===== config.mk =====
export PLATFORM = sky130hd
export DESIGN_NAME = router_sync_n
export DESIGN_NICKNAME = d
export VERILOG_FILES = /design/src/rtl/router_sync_n.sv
export SDC_FILE = /design/constraint.sdc
export NUM_CORES = 1
export LEC_CHECK = 0
export CORE_MARGIN = 10
export CORE_UTILIZATION = 40
export CTS_BUF_LIST = sky130_fd_sc_hd__clkbuf_8 sky130_fd_sc_hd__clkbuf_16
export DETAILED_ROUTE_END_ITERATION = 10
export GPL_TIMING_DRIVEN = 0
export PLACE_DENSITY = 0.74
export SYNTH_ARGS = -nofsm -noshare
export SYNTH_HDL_FRONTEND = slang
export SYNTH_SLANG_ARGS = --single-unit
export TNS_END_PERCENT = 30

===== constraint.sdc =====
create_clock -name clk -period 1 [get_ports clk]
set_input_delay 0.25 -clock clk [delete_from_list [all_inputs] [get_ports clk]]
set_output_delay 0.25 -clock clk [all_outputs]
set_load 0.03 [all_outputs]

===== src/rtl/router_sync_n.sv =====
// router_sync_n: routes packet writes to one of NUM_PORTS output FIFOs, returns the
// addressed FIFO's full flag, and issues a one-cycle soft reset to any port whose
// data sits unread for more than TIMEOUT cycles.
//
// Ports:
//   clk, resetn        clock and synchronous active-low reset
//   detect_add         latch data_in as the destination address on this edge
//   write_enb_reg      write request for the current packet byte
//   data_in            destination address
//   read_enb           per-port read enable from the destination
//   empty, full        per-port FIFO status flags
//   vld_out            per-port valid (~empty)
//   write_enb          one-hot write enable to the addressed FIFO
//   fifo_full          full flag of the addressed FIFO
//   addr_err           latched address has no matching port
//   soft_reset         per-port registered timeout pulse
//   sr_count           per-port saturating 8-bit soft-reset event counters,
//                      present only when ROUTER_SYNC_N_SRCNT_EN is defined
module router_sync_n #(
    parameter int NUM_PORTS = 3,
    parameter int ADDR_W    = 2,
    parameter int TIMEOUT   = 30
) (
    input  logic                   clk,
    input  logic                   resetn,
    input  logic                   detect_add,
    input  logic                   write_enb_reg,
    input  logic [ADDR_W-1:0]      data_in,
    input  logic [NUM_PORTS-1:0]   read_enb,
    input  logic [NUM_PORTS-1:0]   empty,
    input  logic [NUM_PORTS-1:0]   full,
    output logic [NUM_PORTS-1:0]   vld_out,
    output logic [NUM_PORTS-1:0]   write_enb,
    output logic                   fifo_full,
    output logic                   addr_err,
`ifdef ROUTER_SYNC_N_SRCNT_EN
    output logic [NUM_PORTS-1:0]   soft_reset,
    output logic [8*NUM_PORTS-1:0] sr_count
`else
    output logic [NUM_PORTS-1:0]   soft_reset
`endif
);
    localparam int CNT_W = $clog2(TIMEOUT + 1);

    logic [ADDR_W-1:0]    addr_q;
    logic [CNT_W-1:0]     cnt [NUM_PORTS];
    logic [NUM_PORTS-1:0] stall;
    logic [NUM_PORTS-1:0] hit;

    assign vld_out  = ~empty;
    assign stall    = vld_out & ~read_enb;
    // One extra bit so NUM_PORTS == 2**ADDR_W compares correctly.
    assign addr_err = {1'b0, addr_q} >= (ADDR_W + 1)'(NUM_PORTS);

    // Decoding by equality with each valid port index means an out-of-range
    // address naturally selects nothing.
    always_comb begin
        write_enb = '0;
        fifo_full = 1'b0;
        hit       = '0;
        for (int i = 0; i < NUM_PORTS; i++) begin
            write_enb[i] = write_enb_reg && addr_q == ADDR_W'(i);
            fifo_full    = fifo_full | (full[i] && addr_q == ADDR_W'(i));
            hit[i]       = stall[i] && cnt[i] == CNT_W'(TIMEOUT);
        end
    end

    always_ff @(posedge clk) begin
        if (!resetn) begin
            addr_q     <= '0;
            soft_reset <= '0;
            for (int i = 0; i < NUM_PORTS; i++) cnt[i] <= '0;
        end else begin
            if (detect_add) addr_q <= data_in;
            soft_reset <= hit;
            for (int i = 0; i < NUM_PORTS; i++)
                cnt[i] <= (stall[i] && !hit[i]) ? cnt[i] + 1'b1 : '0;
        end
    end

`ifdef ROUTER_SYNC_N_SRCNT_EN
    always_ff @(posedge clk) begin
        if (!resetn) begin
            sr_count <= '0;
        end else begin
            for (int i = 0; i < NUM_PORTS; i++)
                if (hit[i] && sr_count[8*i +: 8] != 8'hff)
                    sr_count[8*i +: 8] <= sr_count[8*i +: 8] + 8'd1;
        end
    end
`endif
endmodule


* Yosys cells after proc, flatten, opt, wreduce, memory -nomap -nowiden
Memories as Yosys holds them, arrays and structs flattened.
Index checks and enable logic that the tools add are counted.
** Word-level totals
- Register bits :: 5
- Memory bits (writable) :: 15
- Input port bits :: 15
- Memories :: 1
** Memories
- cnt :: depth 3, width 5, rd ports 3, clocked after Yosys merged registers in 0, write ports 3, line 46 : logic [CNT_W-1:0] cnt [NUM_PORTS];
** Operators by class
- Add/subtract/negate cells :: 3
- $lt $le $gt $ge :: 1
- Eq/ne operators :: 5
- Multiplexer cells :: 8
- Bitwise gates (word level) :: 8
- Reduce and logical (&&, ||, !) cells :: 16
** Operators with widths (number)
- $mux 5 :: 6
- $add 5x1->5 const B :: 3
- $eq 5x5->1 const B :: 3
- $logic_and 1x1->1 :: 12
- $not 3->3 :: 2
- $or 1x1->1 :: 5
- $and 3x3->3 :: 1
- $logic_not 1->1 :: 3
- $eq 2x1->1 const B :: 1
- $eq 2x2->1 const B :: 1
- $ge 2x2->1 const B :: 1
- $logic_not 2->1 :: 1
- $mux 1 :: 2

* Logic depth before layout (Yosys ltp)
Gate-level depths: netlist (run 1).
- Depth in word-level cells :: 7
- Depth in mapped cells :: 5

* Least setup slack after synthesis (run 1)
OpenSTA, ideal clock, no wires.
- Path type :: register -> output
- Start :: register addr_q[0]
- End :: output port fifo_full
- Arrival time :: 1.155 ns
- Required time :: 0.750 ns
- Path slack :: -0.405 ns
- Cell stages (with the launch flop) :: 3
- Path buffers :: 0
- Path through :: dfxtp_1 mux2i_1 o21ai_0
** On the way
- Cells in the longest elaborated chain, start to end :: 4
- Elaborated cells on any way between the ends :: 8
- Those cells by class :: eq/ne: 2; bitwise: 2; reduce/logical: 4
** Ends and longest elaborated chain
- start: declaration :: line 45 : logic [ADDR_W-1:0] addr_q;
- start signal: assignment :: line 74 : if (detect_add) addr_q <= data_in;
- $eq 2x1->1 / $logic_not 2->1 (equally long branches) :: line 63 : fifo_full = fifo_full | (full[i] && addr_q == ADDR_W'(i));
- $logic_and 1x1->1 :: line 63
- $or 1x1->1 :: line 63
- $or 1x1->1 (*) :: line 63
- end: declaration :: line 34 : output logic fifo_full,
Mark *: on every way between the ends. The rest lies on a longest branch, timed or not.

* Worst setup path after layout (run 1)
Same ends and word-level chain as after synthesis.

==> flow_metrics.py, run 1 <==
metrics = {
    "worst_setup_path": {
        "worstSetupStartpointType": "flip-flop",
        "crit_path_max_incr_delay_ns": 0.38,
        "crit_path_end_kind": "output pin",
        "crit_chain": "mux2i_1, o21ai_2, buf_6",
        "crit_buf_inv": 1,
        "path_delay_family": "flip-flops",
        "cp_slowest_cell": "dfxtp_4",
        "arrival_ns": 1.05,
        "cp.required_ns": 0.75,
        "crit_type": "flip-flop to output pin",
        "crit_fanout": 7,
    },
    "placed_design": {
        "dp_hpwl_mm": 1.428,
        "portBuffers": 25,
        "gp_congestion": 0.7034,
    },
    "sta": {
        "setup_viol": 14,
        "fmax_mhz": 771.0,
        "whs_ns": 0.3637,
        "hold_violations": 0,
        "drv_slew": 0,
        "rsz0062_at_grt": "true",
        "layout_setup_ws_ns": -0.2970,
        "relSlewSlack": 0.8219,
        "post-route-period-util": 1.297,
        "finClkSkew_ns": 0.003156,
        "min_period_ns": 1.297,
        "worst_pin_slew_ns": 0.2672,
        "timing.setup.tns_ns": -1.402,
    },
    "layout": {
        "area_growth_pct": 44.71,
        "final_nets": 138,
        "n_antenna_cell": 0,
        "layout-drive-gt1-share": 0.3217,
    },
    "synth": {
        "yosysSeqAreaShare": 0.4769,
        "synthAdderAreaFrac": 0.08942,
        "syn_area_per_cell_um2": 9.762,
        "synth-compound-area-share": 0.005961,
        "synthCells": 86,
        "post-synth-top-area-cell": "dfxtp_1",
        "synthTopCellsByArea": "dfxtp_1, ha_1, nor2_1, xor2_1, nand3_1",
        "synthesis.nets": 107,
        "synth_seq_cells": 20,
        "synthSimpleGateAreaFrac": 0.2712,
        "synth_warnings": 0,
        "yosysTopAreaCellShare": 0.4769,
        "synth_top_family_by_area": "simple AND/OR/NAND/NOR gates",
        "synthMuxAreaShare": 0.03577,
        "syn_area_um2": 839.6,
        "synthXorXnorAreaFrac": 0.09389,
        "synth.distinct_cells": 19,
    },
    "floorplan": {
        "rows": 16,
        "io-pin-count": 26,
        "die_h_um": 65.82,
        "start_util": 0.4236,
        "die_w_um": 65.82,
        "core_region_area_mm2": 0.001982,
        "die-area_mm2": 0.004332,
    },
    "routing": {
        "wirelength_mm": 1.910,
        "ant_nets": 0,
        "avgRoutedWirePerCell_um": 13.45,
        "drc": 0,
        "drt_iter0_drc": 24,
        "vias": 660,
        "vias_per_cell": 4.648,
        "first_pass_iters": 4,
    },
    "status": {
        "status": "finished with violations",
        "violations": "negative setup slack",
    },
    "global_route": {
        "grt_pass1_vias": 680,
        "grt_antenna_before_repair": 0,
        "overflow": 0,
        "grt_max_degree": 11,
        "grt_pass1_wl_mm": 3.049,
        "grtUsageTotal": 0.08925,
    },
    "clock_tree": {
        "cts-root-buf": "clkbuf_8",
        "cts-buffers-inserted": 3,
        "clkTransAtPathRegs_ns": 0.07,
        "cts_buffer_depth": 2,
        "cts_hold_buffers": 0,
        "clock_latency_ns": 0.25,
        "clock_sinks": 20,
        "cts_tree": "yes",
        "cts_max_level": 1,
    },
    "job": {
        "maxCapViolCount": 0,
    },
    "worst_hold_path": {
        "hp-class": "input pin to flip-flop",
    },
    "power": {
        "cellLeakagePower_uw": 0.0004845,
        "ir_drop_v": 0.0007155,
        "powerDensity_mw_per_mm2": 1254,
    },
}
[metal layers]
layer	part of all wire	global-route usage	vias up
li1	-	-	340
met1	0.41	0.09320	299
met2	0.50	0.1498	19
met3	0.082	0.03559	2
met4	0.0068	0.04813	0
met5	0	0	-
[placed cells by master (no fill, tap or decap), drive strengths merged, types with 5 or more instances in the layout]
| master | netlist | routed |
|---|---|---|
| nor2 | 18 | 18 |
| xor2 | 6 | 6 |
| dlygate4sd2 | 0 | 5 |
| clkdlybuf4s50 | 0 | 8 |
| inv | 6 | 6 |
| buf | 0 | 12 |
| ha | 6 | 6 |
| nand3 | 8 | 8 |
| dfxtp | 20 | 20 |
[worst paths after layout]
check	depth (start not counted)	from	to	slack [ns]
max reg2reg	4	cnt[0][10]$_SDFF_PN0_	soft_reset[2]$_SDFF_PN0_	-0.10
max	3	addr_q[0]$_SDFFE_PN0P_	fifo_full	-0.30
min reg2reg	1	cnt[0][10]$_SDFF_PN0_	cnt[0][10]$_SDFF_PN0_	0.42
min	2	empty[1]	soft_reset[1]$_SDFF_PN0_	0.36
[kinds of logic after synthesis]
group,Yosys count
and+or+nand+nor,41
AOI/OAI and AO/OA,1
DFF,20
xor gates and xnor gates,9
adders and majority gates,6
muxes,3
buffers and inverters,6
[synth_stat cells]
master and instances:
and2_1 1, nand3_1 8, o21ai_0 1, nor2_1 18
and3b_1 1, xor2_1 6, nor3b_2 1, dfxtp_1 20
inv_1 6, ha_1 6, nand3b_1 1, nor4b_2 2
nor3b_1 1, nand2_2 1, xnor2_1 3, nand4_1 3
nor2b_1 3, nand2_1 1, mux2i_1 3
[registers in the layout (all words and copies together), names as in the netlist]
register and count:
addr_q 2, soft_reset 3, cnt 15
[layout make-up]
cell class / instances / area (um2)
timing repair buffer: 26 / 242.7
tap: 27 / 33.78
multi-input combinational: 60 / 460.4
clock buffer: 3 / 41.29
sequential: 20 / 414.1
fill: 167 / 767.0
inverter: 6 / 22.52
[metrics by stage]
step                cell area [um2]    util  worst slack, ns  power [uW]  cells
finish                         1215  0.6130          -0.2970        1523    142
global route                   1215  0.6130          -0.3378        1576    142
CTS                            1184  0.5972          -0.3099        1527    141
detailed placement             1135  0.5726          -0.8370        1031    138
global placement               1135  0.5726          -0.8325        1026    138
floorplan                     850.8       -         -0.07499       920.9     86
[worst reg2reg max path, cell delays in order (launching register included)]
cell and delay [ns]:
dfxtp_2 0.33, inv_2 0.06, ha_4 0.11, nand4_1 0.18, nor4b_2 0.32
[report_power, final]
| part | total, uW | internal (uW) | leakage, uW | switching [uW] |
|---|---|---|---|---|
| Combinational | 188 | 97.7 | 0.000297 | 90.8 |
| Clock | 512 | 268 | 0.0000216 | 244 |
| Sequential | 823 | 807 | 0.000165 | 15.8 |
| Total | 1520 | 1170 | 0.000484 | 351 |
[timing repair]
item,in CTS,in global routing
setup endpoints to repair,29,23
buffers inserted,0,1
resized for setup,90,6
hold endpoints to repair,0,0
pin swaps,9,4
gates cloned,0,0
Note: power is estimated with default switching activity, not from simulation.
==> run 2: changes to the inputs <==
--- a/config.mk
+++ b/config.mk
@@ -5,12 +5,12 @@
 export SDC_FILE = /design/constraint.sdc
 export NUM_CORES = 1
 export LEC_CHECK = 0
-export CORE_MARGIN = 10
-export CORE_UTILIZATION = 40
+export CORE_MARGIN = 3
+export CORE_UTILIZATION = 48
 export CTS_BUF_LIST = sky130_fd_sc_hd__clkbuf_8 sky130_fd_sc_hd__clkbuf_16
 export DETAILED_ROUTE_END_ITERATION = 10
 export GPL_TIMING_DRIVEN = 0
-export PLACE_DENSITY = 0.74
+export PLACE_DENSITY = 0.83
 export SYNTH_ARGS = -nofsm -noshare
 export SYNTH_HDL_FRONTEND = slang
 export SYNTH_SLANG_ARGS = --single-unit
==> constraint.sdc (replaced) <==
create_clock -name clk -period 1.65 [get_ports clk]
set_input_delay 0.4125 -clock clk [delete_from_list [all_inputs] [get_ports clk]]
set_output_delay 0.4125 -clock clk [all_outputs]
set_load 0.03 [all_outputs]
==> flow_metrics.py, run 2 (synthesis results as in run 1) <==
metrics = {
    "power": {
        "powerDensity_mw_per_mm2": 924.9,
        "clkPwrFrac": 0.441,
        "ir_drop_v": 0.0007145,
        "p_sw_frac": 0.1953,
        "p_switching_uw": 210.9,
        "total_power_uw": 1080,
        "seqPwrFrac": 0.461,
        "cellLeakagePower_uw": 0.0005116,
        "comb_power_share": 0.098,
        "intPower_uw": 868.9,
    },
    "global_route": {
        "overflow": 0,
        "grtUsageTotal": 0.1376,
        "grt_max_degree": 13,
        "grt_pass1_wl_mm": 2.235,
        "grt_antenna_before_repair": 0,
        "grt_pass1_vias": 562,
    },
    "clock_tree": {
        "clock_latency_ns": 0.25,
        "post-cts-setup-buffers": 0,
        "cts-buffers-inserted": 3,
        "cts_buffer_depth": 2,
        "cts_max_level": 1,
        "clock_sinks": 20,
        "cts_tree": "yes",
        "cts-root-buf": "clkbuf_8",
        "clkTransAtPathRegs_ns": 0.08,
    },
    "routing": {
        "avgRoutedWirePerCell_um": 11.40,
        "vias_per_cell": 5.023,
        "vias": 658,
        "drt_iter0_drc": 7,
        "ant_nets": 0,
        "drc": 0,
        "first_pass_iters": 4,
        "wirelength_mm": 1.493,
    },
    "worst_setup_path": {
        "crit_path_end_kind": "output pin",
        "r2r_slack_ns": 0.49,
        "path_delay_family": "buffers and inverters",
        "cp_slowest_cell": "clkdlybuf4s50_1",
        "reg2regPathDepth": 5,
        "crit_type": "input pin to output pin",
        "crit_chain": "clkdlybuf4s50_1, nor3b_1, buf_4",
        "cp.required_ns": 1.24,
        "arrival_ns": 1.28,
        "reg2reg_from": "cnt[0][5]$_SDFF_PN0_",
        "worstSetupStartpointType": "input pin",
        "cp.depth": 3,
        "r2r_end": "cnt[0][5]$_SDFF_PN0_",
        "crit_buf_inv": 2,
        "crit_fanout": 3,
        "crit_path_max_incr_delay_ns": 0.48,
    },
    "placed_design": {
        "place_inst": 127,
        "gp_congestion": 0.7749,
        "dp_hpwl_mm": 1.186,
        "portBuffers": 25,
    },
    "layout": {
        "n_antenna_cell": 0,
        "largest_registers": "cnt: 15 flops, soft_reset: 3 flops, addr_q: 2 flops",
        "layout_common_cells": "dfxtp_1, nor2_1, clkdlybuf4s50_1, nand3_1",
        "area_growth_pct": 39.05,
        "final_common_cell": "dfxtp_1",
        "final_nets": 137,
        "layout-drive-gt1-share": 0.1391,
        "layout.cells.non_filler": 131,
        "largest-register": "cnt",
        "utilization": 0.7405,
        "largest_reg_flops": 15,
    },
    "floorplan": {
        "die_w_um": 47.82,
        "die-area_mm2": 0.002287,
        "io-pin-count": 26,
        "core_region_area_mm2": 0.001577,
        "start_util": 0.5325,
        "die_h_um": 47.82,
        "rows": 14,
    },
    "sta": {
        "worst_pin_slew_ns": 0.3232,
        "hold_violations": 0,
        "setup_viol": 2,
        "finClkSkew_ns": 0.006409,
        "rsz0062_at_grt": "true",
        "relSlewSlack": 0.7842,
        "layout_setup_ws_ns": -0.03932,
        "whs_ns": 0.4707,
        "post-route-period-util": 1.024,
        "drv_slew": 0,
        "fmax_mhz": 592.0,
        "min_period_ns": 1.689,
    },
    "worst_hold_path": {
        "hold_depth": 1,
        "hp-start": "cnt[0][10]$_SDFF_PN0_",
        "hp-class": "flip-flop to flip-flop",
        "min_to": "cnt[0][10]$_SDFF_PN0_",
    },
    "status": {
        "violations": "negative setup slack",
        "status": "finished with violations",
    },
    "job": {
        "maxCapViolCount": 0,
    },
}
-- run 2: repair_timing --
action | 4_1_cts | 5_1_grt
resized for setup | 33 | 12
endpoints found under the setup margin | 9 | 10
hold buffers | 0 | 0
-- run 2: power groups by stage --
stage / clock network (uW) / logic [uW] / registers [uW]
floorplan: 0 / 47.8 / 507
global placement: 0 / 109 / 508
detailed placement: 0 / 111 / 509
CTS: 483 / 107 / 497
global route: 501 / 114 / 498
finish: 476 / 106 / 497
-- run 2: routing by layer --
layer | GRT usage | wire (um)
met4 | 0.03763 | 5
met3 | 0.04511 | 129
met5 | 0 | 0
met2 | 0.2401 | 694
met1 | 0.1602 | 664
-- run 2: final cells by class --
type                            count  area [um2]
Fill cell                         113       409.1
Sequential cell                    20       400.4
Clock inverter                      1       30.03
Multi-Input combinational cell     60       416.7
Clock buffer                        3       41.29
Timing Repair Buffer               25       236.5
Tap cell                           16       20.02
Inverter                            6       22.52
-- run 2: worst reg2reg max path, delay by kind of cell, from the launching register on --
kind,cells,cell delay [ns]
adders and majority gates,1,0.19
buffers and inverters,1,0.06
DFF,1,0.37
and+or+nand+nor,3,0.48
-- run 2: per-stage QoR --
| stage | instance area (um2) | setup WS, ns | TNS (ns) |
|---|---|---|---|
| final | 1167 | -0.03932 | -0.05019 |
| after global routing | 1167 | -0.04625 | -0.1835 |
| after CTS | 1174 | -0.1712 | -0.2546 |
| after floorplan | 839.6 | 0.08240 | 0 |
| after detailed placement | 1110 | -0.5454 | -3.124 |
| after global placement | 1110 | -0.5299 | -3.004 |
-- run 2: worst max-delay path by stage --
stage	startpoint	endpoint
2_1_floorplan	addr_q[0]$_SDFFE_PN0P_	fifo_full
3_3_place_gp	write_enb_reg	write_enb[0]
3_5_place_dp	full[1]	fifo_full
4_1_cts	full[1]	fifo_full
5_1_grt	full[0]	fifo_full
6_report	write_enb_reg	write_enb[0]
